==> config.mk <==
export PLATFORM = sky130hd
export DESIGN_NAME = ip_rx_hdr_check
export DESIGN_NICKNAME = d
export VERILOG_FILES = /design/src/rtl/ip_rx_hdr_check.sv
export SDC_FILE = /design/constraint.sdc
export NUM_CORES = 1
export LEC_CHECK = 0
export ABC_AREA = 0
export CAP_MARGIN = 20
export CORE_MARGIN = 2
export CORE_UTILIZATION = 35
export CTS_CLUSTER_SIZE = 20
export DETAILED_ROUTE_END_ITERATION = 10
export PLACE_DENSITY = 0.65
export SLEW_MARGIN = 10
export SYNTH_ARGS = -nofsm -noshare
export SYNTH_HDL_FRONTEND = slang
export SYNTH_SLANG_ARGS = --single-unit
==> constraint.sdc <==
create_clock -name Clk -period 3.2 [get_ports Clk]
set_input_delay 0.64 -clock Clk [delete_from_list [all_inputs] [get_ports Clk]]
set_output_delay 0.64 -clock Clk [all_outputs]
set_load 0.02 [all_outputs]
==> src/rtl/ip_rx_hdr_check.sv <==
// ip_rx_hdr_check: IPv4 receive header parser with checksum, version/length and destination checks
//
// Parameters
//   LOCAL_IP  : station IPv4 address compared against the destination field
//   CHECK_DST : 1 = destination must equal LOCAL_IP, 0 = accept any destination
// Ports
//   Clk, Reset_n        : rising-edge clock, synchronous active-low reset
//   in_data/in_valid    : header byte stream, network order; gaps allowed
//   in_sof              : marks byte 0 (ver/hdr_len), qualified by in_valid
//   hdr_done            : one-cycle pulse when a header has been evaluated
//   hdr_ok/err_code     : verdict and reasons {dst mismatch, bad ver/len, bad checksum}
//   ver ... dst_ip      : captured header fields
module ip_rx_hdr_check #(
    parameter logic [31:0] LOCAL_IP  = 32'hC0A8_0002,
    parameter int          CHECK_DST = 1
) (
    input  logic        Clk,
    input  logic        Reset_n,
    input  logic [7:0]  in_data,
    input  logic        in_valid,
    input  logic        in_sof,
    output logic        hdr_done,
    output logic        hdr_ok,
    output logic [2:0]  err_code,
    output logic [3:0]  ver,
    output logic [3:0]  hdr_len,
    output logic [7:0]  tos,
    output logic [15:0] total_len,
    output logic [15:0] id,
    output logic [15:0] offset,
    output logic [7:0]  ttl,
    output logic [7:0]  protocol,
    output logic [31:0] src_ip,
    output logic [31:0] dst_ip
);
    typedef enum logic [2:0] {IDLE, HDR, FOLD1, FOLD2, DONE} state_t;

    state_t      state, nxt;
    logic [5:0]  cnt;
    logic [7:0]  hi;
    logic [20:0] acc;
    logic [16:0] sum;
    logic        cks_ok;
    logic        bad;
    logic        sof;
    logic        bad0;
    logic        last;
    logic [5:0]  last_idx;
    logic [2:0]  verdict;

    always_comb begin
        sof      = in_valid && in_sof;
        bad0     = (in_data[7:4] != 4'd4) || (in_data[3:0] < 4'd5);
        last_idx = {hdr_len, 2'b00} - 6'd1;
        last     = in_valid && (cnt == last_idx);
        // a malformed byte 0 means no checksum or destination was ever seen
        verdict  = bad ? 3'b010 : {(CHECK_DST != 0) && (dst_ip != LOCAL_IP), 1'b0, ~cks_ok};
        nxt      = state;
        case (state)
            IDLE:    nxt = IDLE;
            HDR:     nxt = last ? FOLD1 : HDR;
            FOLD1:   nxt = FOLD2;
            FOLD2:   nxt = DONE;
            DONE:    nxt = IDLE;
            default: nxt = IDLE;
        endcase
        // a start-of-frame always restarts capture from that byte
        if (sof) nxt = bad0 ? DONE : HDR;
    end

    always_ff @(posedge Clk) begin
        if (!Reset_n) begin
            state     <= IDLE;
            cnt       <= 6'd0;
            hi        <= 8'd0;
            acc       <= 21'd0;
            sum       <= 17'd0;
            cks_ok    <= 1'b0;
            bad       <= 1'b0;
            hdr_done  <= 1'b0;
            hdr_ok    <= 1'b0;
            err_code  <= 3'd0;
            ver       <= 4'd0;
            hdr_len   <= 4'd0;
            tos       <= 8'd0;
            total_len <= 16'd0;
            id        <= 16'd0;
            offset    <= 16'd0;
            ttl       <= 8'd0;
            protocol  <= 8'd0;
            src_ip    <= 32'd0;
            dst_ip    <= 32'd0;
        end else begin
            state    <= nxt;
            hdr_done <= state == DONE;
            if (state == DONE) begin
                hdr_ok   <= verdict == 3'b000;
                err_code <= verdict;
            end
            if (state == FOLD1) sum <= {1'b0, acc[15:0]} + {12'd0, acc[20:16]};
            // second fold cannot carry: a carry out of FOLD1 leaves sum[15:0] tiny
            if (state == FOLD2) cks_ok <= (sum[15:0] + {15'd0, sum[16]}) == 16'hFFFF;
            if (sof) begin
                ver     <= in_data[7:4];
                hdr_len <= in_data[3:0];
                bad     <= bad0;
                cnt     <= 6'd1;
                hi      <= in_data;
                acc     <= 21'd0;
            end else if (in_valid && state == HDR) begin
                cnt <= cnt + 6'd1;
                if (cnt[0]) acc <= acc + {5'd0, hi, in_data};
                else        hi  <= in_data;
                case (cnt)
                    6'd1:                      tos       <= in_data;
                    6'd2, 6'd3:                total_len <= {total_len[7:0], in_data};
                    6'd4, 6'd5:                id        <= {id[7:0], in_data};
                    6'd6, 6'd7:                offset    <= {offset[7:0], in_data};
                    6'd8:                      ttl       <= in_data;
                    6'd9:                      protocol  <= in_data;
                    6'd12, 6'd13, 6'd14, 6'd15: src_ip   <= {src_ip[23:0], in_data};
                    6'd16, 6'd17, 6'd18, 6'd19: dst_ip   <= {dst_ip[23:0], in_data};
                    default: ;
                endcase
            end
        end
    end
endmodule

After elaboration in Yosys (flattened, before gate mapping)
Index checks and enable logic that the tools add are counted.

storage, ports and cells
  flip-flop bits (word level) = 206
  latch bits = 0
  RAM bits = 0
  ROM bits = 0
  bits of input ports = 12
  output and inout port bits = 149
  word-level logic and storage cells = 88
  memories kept = 0

cells by class
  $add $sub $neg = 5
  multipliers = 0
  div/mod/pow operators = 0
  magnitude comparators = 1
  equality and inequality tests = 26
  shift operators = 0
  muxes and demuxes = 10
  bitwise gates (word level) = 3
  reductions and logical operators = 22

operators with widths
  kind                  number
  $eq 6x4->1 const B    6
  $ne 32x32->1 const B  1
  $eq 6x3->1 const B    4
  $eq 6x5->1 const B    4
  $mux 8                3
  $reduce_and 3->1      8
  $add 21x16->21        1
  $add 16x5->17         1
  $add 16x1->16         1
  $eq 16x16->1 const B  1
  $eq 6x2->1 const B    2
  $mux 3                3
  $pmux 3 s3            1
  $reduce_or 2->1       4
  $reduce_or 4->1       2
  $add 6x1->6 const B   1
  $eq 3x2->1 const B    2
  $eq 6x1->1 const B    1
  $eq 6x6->1            1
  $sub 6x1->6 const B   1
  $lt 4x3->1 const B    1
  $ne 4x3->1 const B    1
  $reduce_and 2->1      2
  $eq 3x1->1 const B    1
  other kinds (9)       14

Depth between registers and ports, before layout
  word-level depth = 6
  mapped depth = 9
  gate-level depth less buffers = 9

Worst setup path before layout
OpenSTA, ideal clock, no wires.

  path type = input to register
  start = input port in_data[1]
  end = register acc[8]
  library setup time = 62 ps
  arrival = 2,469 ps
  data required time = 3,138 ps
  path slack = 669 ps
  stages on the path = 9
  path buffers = 1
  cells stage by stage = buf_2 > inv_1 > fa_1 > nor2b_1 > o31a_1 > o31a_1 > o22ai_1 > or4_1 > nand3_1

on the way
  word-level cells in the longest chain between the ends = 1

ends and longest elaborated chain
  element                 RTL line  text
  start: declaration      19        input logic [7:0] in_data,
  $add 21x16->21          112       if (cnt[0]) acc <= acc + {5'd0, hi, in_data};
  end signal: assignment  112
  end: declaration        41        logic [20:0] acc;

Every way passes these cells.
A chain may end at the register's enable or synchronous reset.

Worst setup path after layout
  start = input port in_data[0]
  end = register acc[8]

The elaborated chain is that of the path after synthesis.

==> impl_metrics.json <==
{
  "synth-compound-area-share_pct": 10.60,
  "ys.flop_type": "dfxtp_1",
  "drive_gt1_share_pct": 6.514,
  "rows": 59,
  "synth_top_family_by_area": "simple AND/OR/NAND/NOR gates",
  "firstDrtPassIters": 4,
  "synth_most_common_cell": "dfxtp_1",
  "num_vias": 7664,
  "hp-class": "flip-flop to flip-flop",
  "grt_pass1_wl_um": 38680,
  "r2r_start": "acc[0]",
  "chipWidth_um": 165.2,
  "cts.sinks": 206,
  "path_class": "input port to flip-flop",
  "synth_area_leader_cell": "dfxtp_1",
  "drtIter0Drc": 468,
  "clkLatencyLatePin_ns": 0.51,
  "drv_slew": 0,
  "cap_violations": 0,
  "yosysWarnings": 0,
  "critPathLaunch": "in_data[0]",
  "p_per_area_mw_per_mm2": 458.6,
  "ys_seq_elements": 206,
  "io_buffers": 160,
  "wire_per_inst_um": 16.23,
  "nNetsFinal": 1209,
  "peakVddDrop_mv": 0.3199,
  "clk_pin_slew_worst_paths_ns": 0.06,
  "start_util_pct": 35.32,
  "tightest_slew_ns": 0.8150,
  "yosys.area_share.simple_pct": 20.84,
  "antenna_cells": 0,
  "fin_area_mm2": 0.01175,
  "gp_congestion": 0.8582,
  "relSlewSlack_pct": 45.66,
  "syn-num-nets": 1064,
  "total_power_mw": 5.386,
  "grt_max_degree": 171,
  "post_cts_buffers": 0,
  "synth_xor_area_share_pct": 2.502,
  "critPathRequiredTime_ns": 3.65,
  "routed-wl-met2_um": 11620,
  "hp-start": "src_ip[26]",
  "syn_inst": 1022,
  "wl_met3_um": 1127,
  "htree_num_levels": 1,
  "m1WireLength_um": 11300,
  "setup_tns_ns": 0,
  "outcome": "completed",
  "setup_viol": 0,
  "end_kind": "flip-flop",
  "synthTopCellsByArea": "dfxtp_1 45%, mux2i_1 12%, nor2_1 6.4%",
  "area_growth_pct": 29.07,
  "skew_ns": 0.01196,
  "postSynthAreaPerCell_um2": 8.904,
  "placedCellCount": 1477,
  "seq_area_frac_synth_pct": 45.32,
  "synth-edff-count": 0,
  "layout_min_cycle_time_ns": 2.583,
  "coreArea_mm2": 0.02576,
  "route.detailed.drc": 0,
  "layout.cells.non_filler": 1517,
  "power.leakage_nw": 4.624,
  "top_layer_used": "met4",
  "die-area_mm2": 0.02731,
  "clock_path_buffers": 3,
  "cp-start-kind": "input port",
  "critPathMaxFanout": 5,
  "vias_per_cell": 5.052,
  "synthAdderAreaFrac_pct": 4.290,
  "cts_resized": 0,
  "cts-root-buf": "clkbuf_16",
  "gr-total-overflow": 0,
  "yosysTopAreaCellShare_pct": 45.32,
  "async_flop_share_pct": 0,
  "synth_common_cells": "206 x dfxtp_1, 155 x nor2_1, 135 x nand2_1",
  "antenna_left": 0,
  "dp_hpwl_um": 16760,
  "grt_use_total_pct": 17.66,
  "die_y_um": 165.2,
  "tritoncts": "built",
  "totalWireLength_um": 24630,
  "cts_made_buffers": 23,
  "finalHoldViolations": 0,
  "first_global_vias": 7053,
  "max_freq_mhz": 387.1,
  "io_pins": 161,
  "crit_arrival_ns": 3.03,
  "nFillCells": 2510,
  "muxShareOfSynthArea_pct": 12.32,
  "rsz0062_at_grt": "false",
  "final_util_pct": 45.59,
  "place_area_mm2": 0.01102,
  "post-route-period-util_pct": 80.72,
  "netlist_area_mm2": 0.009100,
  "hold_buffers": 0,
  "antenna_found_initial": 0,
  "ys_types": 66
}
-- final timing paths --
check | end | slack, ns | depth (start not counted)
setup / recovery | acc[8] | 0.62 | 10
hold / removal | src_ip[26] | 0.45 | 2
setup reg to reg | acc[8] | 0.85 | 9
hold reg to reg | src_ip[26] | 0.45 | 2
-- final cells by class --
cell class / count / area [um^2] / area share [%]
clock buffer: 31 / 635.6 / 5.412
clock inverter: 9 / 91.34 / 0.7777
inverter: 11 / 43.79 / 0.3729
multi-input combinational: 738 / 4602 / 39.18
sequential: 206 / 4124 / 35.11
tap: 335 / 419.2 / 3.569
timing repair buffer: 187 / 1829 / 15.57
-- critical path: stages --
cell             delay [ns]
clkdlybuf4s50_1        0.48
ha_1                   0.20
inv_1                  0.06
fa_1                   0.38
nor2b_1                0.16
o31a_1                 0.19
o31a_1                 0.26
o22ai_1                0.17
or4_1                  0.42
nand3_1                0.07
-- registers in the layout, summed over array words and instances, names as in the netlist --
| name | cells |
|---|---|
| dst_ip | 32 |
| src_ip | 32 |
| acc | 21 |
| sum | 17 |
| id | 16 |
| offset | 16 |
| total_len | 16 |
| hi | 8 |
| protocol | 8 |
| tos | 8 |
| ttl | 8 |
| cnt | 6 |
| hdr_len | 4 |
| ver | 4 |
| err_code | 3 |
| state | 3 |
| bad | 1 |
| cks_ok | 1 |
| hdr_done | 1 |
| hdr_ok | 1 |
-- kinds of logic after synthesis --
family                   Yosys count
adder cells (fa/ha/maj)           30
AND/OR/NAND/NOR                  409
buffers and inverters             78
AO/OA/AOI/OAI                    161
multiplexers                     112
XOR/XNOR                          26
flip-flops                       206
-- per-layer routing --
layer	global-route usage (%)	vias to the layer above
met1	23.56	3626
met4	5.455	0
met3	2.498	35
li1	-	3837
met5	0	-
met2	29.56	166
-- cells in the final DEF (no fill, tap or decap), types with 5 or more instances in the layout --
| cell type | instances |
|---|---|
| clkbuf_1 | 5 |
| clkdlybuf4s50_1 | 160 |
| xor2_1 | 16 |
| nand4_1 | 16 |
| o21a_1 | 5 |
| xnor2_1 | 10 |
| buf_4 | 25 |
| o21ai_0 | 23 |
| and4_1 | 5 |
| nor4_1 | 10 |
| and2_1 | 6 |
| a211oi_1 | 8 |
| a21o_1 | 10 |
| inv_1 | 10 |
| ha_1 | 28 |
| mux2i_1 | 112 |
| nor2b_1 | 7 |
| nor3_1 | 8 |
| a21oi_1 | 84 |
| and3_1 | 6 |
| clkbuf_16 | 23 |
| nor2_1 | 155 |
| nand3_1 | 28 |
| nand2_1 | 135 |
| or4_1 | 5 |
| dfxtp_1 | 206 |
-- where the power goes --
group / switching, mW / internal [mW]
logic: 0.165 / 0.0843
registers: 0.0163 / 2.58
clock network: 1.05 / 1.48
-- through the flow --
step                setup slack, ns  hold WS (ns)
finish                       0.6169        0.4533
global placement             0.1652        0.4430
floorplan                    0.6690        0.4322
CTS                          0.6423        0.4547
detailed placement           0.1334        0.4464
global route                 0.4338        0.4707
Power figures use the tool's default switching activity.
